**src/rtl/qspi_fifo_tx.sv**
```systemverilog
// QSPI transmit engine: pops bytes from a registered-read FIFO and shifts them
// out on one or four data lines, framing the transfer with CS_N and SCLK (mode 0).
module qspi_fifo_tx #(
    parameter int DATA_WIDTH = 8,
    parameter int CNT_WIDTH  = 8,
    parameter int DIV_HALF   = 2
) (
    input  logic                  clk,
    input  logic                  rst,
    input  logic                  start,
    input  logic                  quad,
    input  logic [CNT_WIDTH-1:0]  byte_cnt,
    input  logic                  fifo_empty,
    input  logic [DATA_WIDTH-1:0] fifo_rdata,
    output logic                  fifo_rd_en,
    output logic                  sclk,
    output logic                  cs_n,
    output logic [3:0]            io_out,
    output logic [3:0]            io_oe,
    output logic                  busy,
    output logic                  done
);
    localparam int            HW    = $clog2(DIV_HALF) + 1;
    localparam logic [HW-1:0] HLAST = HW'(DIV_HALF - 1);

    typedef enum logic [2:0] {IDLE, FETCH, WAIT, SHIFT, FINISH, DONE} state_t;

    state_t                 state;
    logic                   quad_q;
    logic [CNT_WIDTH-1:0]   rem;
    logic [DATA_WIDTH-1:0]  sh;
    logic [DATA_WIDTH-1:0]  sh_next;
    logic [2:0]             ucnt;
    logic [2:0]             ulast;
    logic [HW-1:0]          hcnt;

    // The next unit always comes from the top of the shift register.
    function automatic logic [3:0] unit_bits(input logic q, input logic [DATA_WIDTH-1:0] d);
        return q ? d[DATA_WIDTH-1 -: 4] : {3'b000, d[DATA_WIDTH-1]};
    endfunction

    assign fifo_rd_en = (state == FETCH) && !fifo_empty;
    assign ulast      = quad_q ? 3'd1 : 3'd7;
    assign sh_next    = quad_q ? (sh << 4) : (sh << 1);

    always_ff @(posedge clk) begin
        if (rst) begin
            state  <= IDLE;
            quad_q <= 1'b0;
            rem    <= '0;
            sh     <= '0;
            ucnt   <= '0;
            hcnt   <= '0;
            sclk   <= 1'b0;
            cs_n   <= 1'b1;
            io_out <= '0;
            io_oe  <= '0;
            busy   <= 1'b0;
            done   <= 1'b0;
        end else begin
            done <= 1'b0;
            case (state)
                IDLE: begin
                    if (start) begin
                        if (byte_cnt != '0) begin
                            quad_q <= quad;
                            rem    <= byte_cnt;
                            cs_n   <= 1'b0;
                            busy   <= 1'b1;
                            io_oe  <= quad ? 4'b1111 : 4'b0001;
                            state  <= FETCH;
                        end else begin
                            done  <= 1'b1;
                            state <= DONE;
                        end
                    end
                end
                FETCH: begin
                    if (!fifo_empty) state <= WAIT;
                end
                WAIT: begin
                    // Drive the first unit now so it is on the pads in the first SHIFT cycle.
                    sh     <= fifo_rdata;
                    io_out <= unit_bits(quad_q, fifo_rdata);
                    ucnt   <= '0;
                    hcnt   <= '0;
                    state  <= SHIFT;
                end
                SHIFT: begin
                    if (hcnt != HLAST) begin
                        hcnt <= hcnt + HW'(1);
                    end else begin
                        hcnt <= '0;
                        if (!sclk) begin
                            sclk <= 1'b1;
                        end else begin
                            sclk <= 1'b0;
                            if (ucnt != ulast) begin
                                ucnt   <= ucnt + 3'd1;
                                sh     <= sh_next;
                                io_out <= unit_bits(quad_q, sh_next);
                            end else begin
                                rem   <= (rem != '0) ? rem - CNT_WIDTH'(1) : '0;
                                state <= (rem > CNT_WIDTH'(1)) ? FETCH : FINISH;
                            end
                        end
                    end
                end
                FINISH: begin
                    if (hcnt != HLAST) begin
                        hcnt <= hcnt + HW'(1);
                    end else begin
                        hcnt   <= '0;
                        done   <= 1'b1;
                        cs_n   <= 1'b1;
                        busy   <= 1'b0;
                        io_oe  <= '0;
                        io_out <= '0;
                        state  <= DONE;
                    end
                end
                DONE:    state <= IDLE;
                default: state <= IDLE;
            endcase
        end
    end
endmodule

```
**config.mk**
```make
export PLATFORM = sky130hd
export DESIGN_NAME = qspi_fifo_tx
export DESIGN_NICKNAME = d
export VERILOG_FILES = /design/src/rtl/qspi_fifo_tx.sv
export SDC_FILE = /design/constraint.sdc
export NUM_CORES = 1
export LEC_CHECK = 0
export CAP_MARGIN = 15
export CORE_UTILIZATION = 40
export DETAILED_ROUTE_END_ITERATION = 12
export HOLD_SLACK_MARGIN = 0.08
export SYNTH_ARGS = -nofsm -noshare
export SYNTH_HDL_FRONTEND = slang
export SYNTH_SLANG_ARGS = --single-unit
```
**constraint.sdc**
```tcl
create_clock -name clk -period 2.3 [get_ports clk]
set_clock_uncertainty 0.1 [all_clocks]
set_input_delay 0.46 -clock clk [delete_from_list [all_inputs] [get_ports clk]]
set_output_delay 0.46 -clock clk [all_outputs]
set_load 0.01 [all_outputs]
```
==> results of run 1 <==
worst max-delay path: cells and delay by family, from the launching register on:
| family | cells | cell delay, ns |
|---|---|---|
| flops | 1 | 0.44 |
| buf+inv | 1 | 0.56 |
| simple gates | 2 | 0.35 |
sequential cells by signal, indices dropped and copies added (netlist names):
register	count
sclk	1
rem	8
quad_q	1
sh	7
done	1
ucnt	3
hcnt	2
io_out	4
cs_n	1
io_oe	2
state	3
logic make-up (layout without fill, tap and decap cells):
group | after synthesis | count (layout) | synth area share [%]
simple gates | 97 | 97 | 26.8
compound gates | 85 | 85 | 29.3
flops | 33 | 33 | 31.8
buf+inv | 27 | 74 | 6.38
mux | 6 | 6 | 2.89
fa+ha+maj | 4 | 4 | 2.41
xor+xnor | 1 | 1 | 0.421
layout make-up:
| type | count | area [um2] | share of cell area, % |
|---|---|---|---|
| sequential | 33 | 662 | 24.4 |
| multi-input combinational | 193 | 1290 | 47.3 |
| clock inverter | 3 | 65.1 | 2.39 |
| tap | 67 | 83.8 | 3.08 |
| inverter | 7 | 26.3 | 0.967 |
| clock buffer | 5 | 68.8 | 2.53 |
| timing repair buffer | 59 | 526 | 19.3 |
report_power, final:
part	switching (W)	internal, W
Clock	0.000238	0.000431
Combinational	0.000311	0.000277
Sequential	0.0000762	0.000627
per-stage QoR:
step | hold slack (ns) | power (W) | worst slack, ns | utilization, %
5_1_grt | 0.395 | 0.00207 | 0.00301 | 56.1
3_3_place_gp | 0.355 | 0.00129 | -0.00127 | 53.3
4_1_cts | 0.366 | 0.00196 | 0.0506 | 56.0
3_5_place_dp | 0.355 | 0.00129 | -0.0608 | 53.3
2_1_floorplan | 0.348 | 0.00108 | 0.490 | -
6_report | 0.364 | 0.00196 | 0.0998 | 56.1
metal layers:
metal | global-route usage [%] | vias up | share of wire, %
met4 | 8.33 | 0 | 2.3
li1 | - | 1063 | -
met1 | 31.2 | 1016 | 45
met5 | 0 | - | 0
met3 | 5.69 | 14 | 6.6
met2 | 35.7 | 81 | 46
Yosys cell counts (4+ instances only):
cell	n	share of area, %
a211oi_1	8	2.9
a21oi_1	23	5.5
a22oi_1	8	2.9
buf_2	4	0.96
buf_4	5	1.8
clkbuf_1	8	1.4
dfxtp_1	33	32
ha_1	4	2.4
inv_1	6	1.1
mux2i_1	6	2.9
nand2_1	21	3.8
nand3_1	4	0.96
nand3b_1	4	1.4
nand4_1	4	1.2
nor2_1	18	3.2
nor3_1	6	1.4
nor3b_1	8	2.9
nor4_1	5	1.5
o21ai_0	10	2.4
o32ai_1	6	2.5
worst max-delay path by stage:
stage | depth (start not counted) | endpoint
3_3_place_gp | 6 | rem[0]$_SDFFE_PP0P_
3_5_place_dp | 6 | rem[1]$_SDFFE_PP0P_
4_1_cts | 3 | fifo_rd_en
6_report | 3 | fifo_rd_en
2_1_floorplan | 5 | rem[2]$_SDFFE_PP0P_
5_1_grt | 3 | fifo_rd_en
placed cells by master (no fill, tap or decap), types with 2 or more instances in the layout:
cell type,Yosys,final
a22oi_1,8,8
bufinv_16,0,2
dfxtp_1,33,32
clkbuf_8,0,5
nand4_1,4,4
nor4_1,5,5
or4_1,3,3
inv_1,6,6
o211ai_1,3,3
or2_2,2,2
and2_1,2,2
o21ai_0,10,10
a211o_1,3,3
a211oi_1,8,8
nor3b_1,8,8
mux2i_1,6,6
nand2_1,21,21
a222oi_1,2,2
nand3_1,4,4
buf_4,5,26
nor2b_1,2,2
a31oi_1,2,2
clkdlybuf4s50_1,0,33
or3_1,2,2
nor3_1,6,6
nand2b_1,3,3
o2111ai_1,3,3
o211ai_2,2,2
a21oi_1,23,23
o221ai_1,2,2
o22ai_1,2,2
ha_1,4,4
and3_1,2,2
o32ai_1,6,6
nor2_1,18,18
nand3b_1,4,4
and3b_1,3,3
nand4b_1,2,2
timing repair:
action,4_1_cts,5_1_grt
setup buffers,0,0
resized for setup,0,1
endpoints found under the setup margin,0,1
endpoints found under the hold margin,0,0
==> run_results.csv, run 1 <==
group,metric,value,unit
setup_path,critPathLaunch,"state[2]$_SDFFE_PP0P_",
min_path,hold-path-endpoint,"io_out[2]$_SDFFE_PP0P_",
synth,postSynthCellCount,253,
synth,synthDistinctLibCells,58,
timing,fin_setup_tns,0,ns
setup_path,critPathSlowestCell,"clkdlybuf4s50_1",
clock_network,numCtsBuffers,5,
placement,gp_congestion,0.927,
clock_network,cts.clk_slew.worst_paths,0.07,ns
synth,netlist_area,2080,um2
placement,placed_cells,359,
timing,slew_violations,0,
setup_path,crit_arrival,1.64,ns
setup_path,path_cells,"nand2b_1 -> nor3_1 -> clkdlybuf4s50_1",
route,ant_nets,0,
die,die_h,74.1,um
layout,final_cell_area,2720,um2
timing,worst_slew_pin_slew,0.590,ns
setup_path,cp_max_fo,13,
route,dr.pass1.iters,4,
placement,portBuffers,33,
die,die_area,5490,um2
pwr,power_density,721,nW/um2
timing,relSlewSlack,60.6,%
min_path,min_from,"io_out[2]$_SDFFE_PP0P_",
route,drt-initial-drc-count,152,
die,io_pins,34,
layout,fillers,478,
route,vias_per_cell,5.92,
layout,nets,324,
min_path,hold_class,"reg -> reg",
setup_path,r2r_end,"io_out[3]$_SDFFE_PP0P_",
timing,fin_crit_sh,95.7,%
route,drc,0,
layout,antenna_cells,0,
synth,synth_seq_cells,33,
clock_network,cts_tree,"done",
setup_path,endpoint_kind,"output pin",
synth,syn_nets,278,
setup_path,slowest_delay,0.56,ns
global_route,grt_max_degree,19,
clock_network,clock_path_buffers,2,
global_route,grt_pass1_wl,9.59,mm
global_route,grt_pass1_vias,1953,
die,rows,25,
die,die_w,74.1,um
setup_path,critPathLaunchType,"flop",
clock_network,cts-root-buf,"clkbuf_8",
synth,synth_ff_type,"dfxtp_1",
setup_path,reg2reg_slack,0.34,ns
synth,yosys_warnings,0,
pwr,peakVddDrop,0.487,mV
route,wl_per_cell,16.0,um
timing,rsz0062_at_grt,"no",
setup_path,r2r-start,"state[1]$_SDFFE_PP0P_",
min_path,holdPathStages,2,
setup_path,rr_worst_depth,4,
flow_run,drv_cap,0,
timing,setup_viol,0,
placement,placed_area,2580,um2
die,start_util,42.9,%
timing,hold_viol,0,
placement,hpwl,4.24,mm
setup_path,cp.required,1.74,ns
synth,synth-edff-count,0,
synth,avgSynthCellArea,8.22,um2
clock_network,cts.sinks,33,
clock_network,cts_hold_buf,0,
global_route,track_usage,23.1,%
layout,synthToLayoutAreaGrowth,30.7,%
setup_path,worstSetupPathType,"reg -> out",
timing,max_freq,455,MHz
timing,fin_crit,2.20,ns
route,drt_wl_total,5.89,mm
layout,drive_gt1_share,14.7,%
clock_network,cts_htree_levels,2,
status,outcome,"completed",
synth,ys_seq_area_share,31.8,%
route,vias,2174,
global_route,gr-total-overflow,0,
clock_network,clk-insertion-delay-late,0.30,ns
global_route,antenna_found_initial,0,
synth,synthArstFlopShare,0,%
layout,layoutNonFillerInstCount,367,
pwr,p_leak,0.986,nW
die,core,4850,um2
Note: power is estimated with default switching activity, not from simulation.
==> inputs of run 2 (changes only) <==
--- a/config.mk
+++ b/config.mk
@@ -9,6 +9,7 @@
 export CORE_UTILIZATION = 40
 export DETAILED_ROUTE_END_ITERATION = 12
 export HOLD_SLACK_MARGIN = 0.08
+export PLACE_DENSITY = 0.71
 export SYNTH_ARGS = -nofsm -noshare
 export SYNTH_HDL_FRONTEND = slang
 export SYNTH_SLANG_ARGS = --single-unit
==> constraint.sdc (replaced) <==
create_clock -name clk -period 2.4 [get_ports clk]
set_clock_uncertainty 0.1 [all_clocks]
set_input_delay 0.48 -clock clk [delete_from_list [all_inputs] [get_ports clk]]
set_output_delay 0.48 -clock clk [all_outputs]
set_load 0.01 [all_outputs]
==> run_results.csv, run 2 (synthesis gave the netlist of run 1 again) <==
group,metric,value,unit
min_path,holdPathStages,2,
pwr,p_leak,0.937,nW
setup_path,cp_max_fo,17,
timing,holdWs,0.363,ns
clock_network,post_cts_buffers,0,
clock_network,clock_path_buffers,2,
global_route,met2_usage,37.2,%
layout,final_cell_area,2630,um2
layout,reg_top3,"rem x8, sh x7, io_out x4",
timing,fin_crit_sh,95.5,%
layout,largest_reg_flops,8,
timing,slew_violations,0,
pwr,power_frac_clock,27.9,%
pwr,netSwitchingFraction,34.2,%
clock_network,numCtsBuffers,5,
die,die_w,74.1,um
placement,placed_area,2530,um2
die,die_area,5490,um2
clock_network,cts.sinks,33,
setup_path,crit_arrival,1.71,ns
layout,nets,317,
timing,setup_viol,0,
pwr,intPower,0.00111,W
timing,max_freq,436,MHz
setup_path,worstSetupPathType,"reg -> out",
clock_network,cts-root-buf,"clkbuf_8",
pwr,peakVddDrop,0.238,mV
placement,portBuffers,33,
setup_path,slowest_delay,0.57,ns
clock_network,cts_htree_levels,2,
status,outcome,"completed",
route,drc,0,
layout,synthToLayoutAreaGrowth,26.6,%
route,ant_nets,0,
timing,relSlewSlack,59.4,%
timing,worst_slew_pin_slew,0.604,ns
pwr,combPwrFrac,31.9,%
route,dr.pass1.iters,6,
global_route,grt_max_degree,19,
route,vias,2140,
layout,drive_gt1_share,12.6,%
die,start_util,42.9,%
setup_path,rr_worst_depth,5,
route,wl_per_cell,15.8,um
global_route,met3_usage,2.85,%
min_path,hold_class,"reg -> reg",
setup_path,critPathLaunchType,"flop",
pwr,power_switching,0.000577,W
die,die_h,74.1,um
global_route,antenna_found_initial,0,
timing,rsz0062_at_grt,"no",
layout,seqCellArea,662,um2
timing,fin_crit,2.29,ns
global_route,use_met1,29.2,%
die,core,4850,um2
pwr,seq_power_share,40.3,%
route,drt_wl_total,5.69,mm
flow_run,drv_cap,0,
route,vias_per_cell,5.94,
global_route,grt_pass1_vias,1915,
global_route,grt_pass1_wl,9.29,mm
layout,final_cell_mix,"33 x clkdlybuf4s50_1, 32 x dfxtp_1, 23 x a21oi_1",
placement,hpwl,4.16,mm
die,io_pins,34,
global_route,track_usage,22.2,%
clock_network,cts_tree,"done",
timing,fin_setup_tns,0,ns
layout,multiInputGateArea,1290,um2
layout,fillers,467,
setup_path,endpoint_kind,"output pin",
clock_network,clk-insertion-delay-late,0.29,ns
timing,hold_viol,0,
layout,top_register,"rem",
pwr,power_density,641,nW/um2
layout,final_util,54.3,%
setup_path,cp.required,1.82,ns
layout,antenna_cells,0,
global_route,gr-total-overflow,0,
die,rows,25,
global_route,grt.busiest_layer,"met2",
clock_network,cts.clk_slew.worst_paths,0.07,ns
layout,final_common_cell,"clkdlybuf4s50_1",
route,drt-initial-drc-count,148,
setup_path,critPathSlowestCell,"clkdlybuf4s50_1",
placement,gp_congestion,1.01,
setup_path,path_cells,"nand2b_1 -> nor3_1 -> clkdlybuf4s50_1",
-- run 2: worst paths after layout --
kind	from	endpoint	slack, ns
max	state[2]$_SDFFE_PP0P_	fifo_rd_en	0.11
min	io_out[2]$_SDFFE_PP0P_	io_out[2]$_SDFFE_PP0P_	0.36
max reg2reg	state[1]$_SDFFE_PP0P_	io_out[0]$_SDFFE_PP0P_	0.31
min reg2reg	io_out[2]$_SDFFE_PP0P_	io_out[2]$_SDFFE_PP0P_	0.36
-- run 2: power groups by stage --
| stage | Sequential, W | Clock (W) | Combinational [W] |
|---|---|---|---|
| after global placement | 0.000686 | 0 | 0.000525 |
| after CTS | 0.000677 | 0.000479 | 0.000532 |
| final | 0.000680 | 0.000470 | 0.000538 |
| after floorplan | 0.000650 | 0 | 0.000382 |
| after global routing | 0.000688 | 0.000499 | 0.000585 |
| after detailed placement | 0.000688 | 0 | 0.000530 |
-- run 2: layout make-up --
| class | instances | share of cell area, % |
|---|---|---|
| inverters | 7 | 0.998 |
| well taps | 67 | 3.18 |
| multi-input cells | 193 | 48.9 |
| flip-flops and latches | 33 | 25.1 |
| repair buffers | 52 | 18.0 |
| clock buffers | 7 | 3.66 |
| clock inverters | 1 | 0.190 |
-- run 2: stage by stage --
| step | total power [W] | setup slack (ns) | std cells |
|---|---|---|---|
| finish | 0.00169 | 0.109 | 360 |
| global route | 0.00177 | 0.0247 | 360 |
| CTS | 0.00169 | 0.114 | 360 |
| detailed placement | 0.00122 | 0.0116 | 352 |
| global placement | 0.00121 | 0.0588 | 352 |
| floorplan | 0.00103 | 0.570 | 253 |
-- run 2: what timing repair did --
item / CTS / global route
gates resized for setup: 1 / 0
endpoints found under the setup margin: 1 / 0
hold buffers: 0 / 0
-- run 2: per-layer routing --
| metal | wire length [um] | vias up |
|---|---|---|
| met5 | 0 | - |
| met4 | 72 | 0 |
| met3 | 245 | 7 |
| met2 | 2780 | 61 |
| met1 | 2590 | 1018 |
| li1 | - | 1054 |
-- run 2: worst max-delay path, delay by kind of cell (launching register included) --
family,cells,cell delay (ns)
buf+inv,1,0.57
flops,1,0.46
simple gates,2,0.40
==> inputs of run 3 (changes only) <==
--- a/config.mk
+++ b/config.mk
@@ -6,10 +6,10 @@
 export NUM_CORES = 1
 export LEC_CHECK = 0
 export CAP_MARGIN = 15
-export CORE_UTILIZATION = 40
+export CORE_UTILIZATION = 30
 export DETAILED_ROUTE_END_ITERATION = 12
 export HOLD_SLACK_MARGIN = 0.08
-export PLACE_DENSITY = 0.71
+export PLACE_DENSITY = 0.58
 export SYNTH_ARGS = -nofsm -noshare
 export SYNTH_HDL_FRONTEND = slang
 export SYNTH_SLANG_ARGS = --single-unit
==> run_results.csv, run 3 (synthesis gave the netlist of run 1 again) <==
group,metric,value,unit
pwr,intPower,0.00128,W
route,wl_per_cell,15.6,um
die,core,6530,um2
timing,relSlewSlack,59.2,%
setup_path,rr_worst_depth,5,
die,start_util,31.8,%
clock_network,cts-root-buf,"clkbuf_8",
timing,worst_slew_pin_slew,0.606,ns
setup_path,r2r-start,"state[1]$_SDFFE_PP0P_",
pwr,power_density,689,nW/um2
timing,fin_setup_tns,0,ns
placement,portBuffers,33,
timing,fin_crit_sh,92.9,%
placement,gp_congestion,0.847,
clock_network,cts.sinks,33,
clock_network,cts_htree_levels,2,
clock_network,cts_hold_buf,0,
layout,nets,321,
timing,fin_crit,2.23,ns
timing,setup_viol,0,
pwr,seq_power_share,35.3,%
status,outcome,"completed",
route,ant_nets,0,
clock_network,numCtsBuffers,5,
timing,hold_viol,0,
route,drc,0,
global_route,antenna_found_initial,0,
die,rows,29,
min_path,hold_class,"reg -> reg",
layout,top_register,"rem",
global_route,grt_pass1_wl,9.84,mm
pwr,p_leak,0.978,nW
layout,synthToLayoutAreaGrowth,30.7,%
timing,rsz0062_at_grt,"no",
clock_network,cts_tree,"done",
clock_network,clk-insertion-delay-late,0.29,ns
pwr,netSwitchingFraction,31.7,%
pwr,combPwrFrac,30.4,%
global_route,track_usage,17.0,%
timing,max_freq,449,MHz
global_route,grt_max_degree,27,
setup_path,endpoint_kind,"output pin",
global_route,grt_pass1_vias,2012,
die,die_area,7270,um2
route,drt_wl_total,5.83,mm
layout,reg_top3,"rem x8, sh x7, io_out x4",
setup_path,worstSetupPathType,"in -> out",
setup_path,r2r_end,"rem[5]$_SDFFE_PP0P_",
die,io_pins,34,
layout,final_util,41.6,%
min_path,hold-path-endpoint,"io_out[3]$_SDFFE_PP0P_",
layout,largest_reg_flops,8,
flow_run,drv_cap,0,
setup_path,critPathLaunchType,"primary input",
setup_path,crit_arrival,1.65,ns
global_route,gr-total-overflow,0,
die,die_w,85.3,um
route,vias_per_cell,5.59,
min_path,min_from,"io_out[3]$_SDFFE_PP0P_",
min_path,holdPathStages,2,
clock_network,cts.clk_slew.worst_paths,0.08,ns
clock_network,post_cts_buffers,0,
setup_path,cp.required,1.82,ns
placement,hpwl,4.28,mm
layout,final_cell_mix,"33 x dfxtp_1, 33 x clkdlybuf4s50_1, 23 x a21oi_1",
pwr,peakVddDrop,0.343,mV
route,drt-initial-drc-count,118,
setup_path,reg2reg_slack,0.48,ns
pwr,power_frac_clock,34.3,%
layout,antenna_cells,0,
pwr,report.power.total,0.00187,W
clock_network,clock_path_buffers,2,
layout,drive_gt1_share,13.5,%
route,vias,2092,
clock_network,cts.repair.resized,0,
setup_path,cp_max_fo,2,
pwr,power_switching,0.000594,W
timing,slew_violations,0,
route,dr.pass1.iters,4,
die,die_h,85.3,um
-- run 3: changes by cell type in the layout (fill, tap and decap cells not counted) --
cell,previous run,this run
dfxtp_2,1,0
bufinv_16,0,2
buf_4,19,22
buf_12,0,1
dfxtp_1,32,33
clkbuf_8,7,5
-- run 3: power by group through the flow --
stage	Combinational, W	Sequential (W)	Clock, W
5_1_grt	0.000635	0.000671	0.000680
2_1_floorplan	0.000382	0.000650	0
4_1_cts	0.000569	0.000660	0.000658
3_5_place_dp	0.000566	0.000672	0
3_3_place_gp	0.000565	0.000671	0
6_report	0.000569	0.000661	0.000643
-- run 3: critical path: stages --
cell and delay (ns):
clkdlybuf4s50_1 0.42, nor3_1 0.19, clkdlybuf4s50_1 0.56
-- run 3: how the worst max path moves through the flow --
| stage | from | end | cells past startpoint |
|---|---|---|---|
| 6_report | fifo_empty | fifo_rd_en | 3 |
| 2_1_floorplan | byte_cnt[4] | rem[2]$_SDFFE_PP0P_ | 5 |
| 4_1_cts | fifo_empty | fifo_rd_en | 3 |
| 3_3_place_gp | byte_cnt[4] | rem[1]$_SDFFE_PP0P_ | 6 |
| 3_5_place_dp | byte_cnt[4] | rem[0]$_SDFFE_PP0P_ | 6 |
| 5_1_grt | fifo_empty | fifo_rd_en | 3 |
-- run 3: layout make-up --
type / count / area, um2
multi-input combinational: 193 / 1290
inverter: 7 / 26.3
clock inverter: 3 / 65.1
sequential: 33 / 661
clock buffer: 5 / 68.8
fill: 673 / 3810
timing repair buffer: 56 / 515
tap: 77 / 96.3
-- run 3: through the flow --
stage / hold WS (ns) / instance area (um2) / instances / setup WS (ns)
after floorplan: 0.348 / 2080 / 253 / 0.570
after global placement: 0.353 / 2580 / 366 / 0.0396
after detailed placement: 0.356 / 2580 / 366 / 0.0561
after CTS: 0.367 / 2720 / 374 / 0.133
after global routing: 0.382 / 2720 / 374 / 0.114
final: 0.364 / 2720 / 374 / 0.171
-- run 3: per-layer routing --
| layer | global-route usage [%] | routed length [um] | vias up |
|---|---|---|---|
| met4 | 5.15 | 10 | 0 |
| met2 | 26.9 | 2700 | 50 |
| met5 | 0 | 0 | - |
| li1 | - | - | 1056 |
| met3 | 3.21 | 242 | 2 |
| met1 | 23.4 | 2880 | 984 |
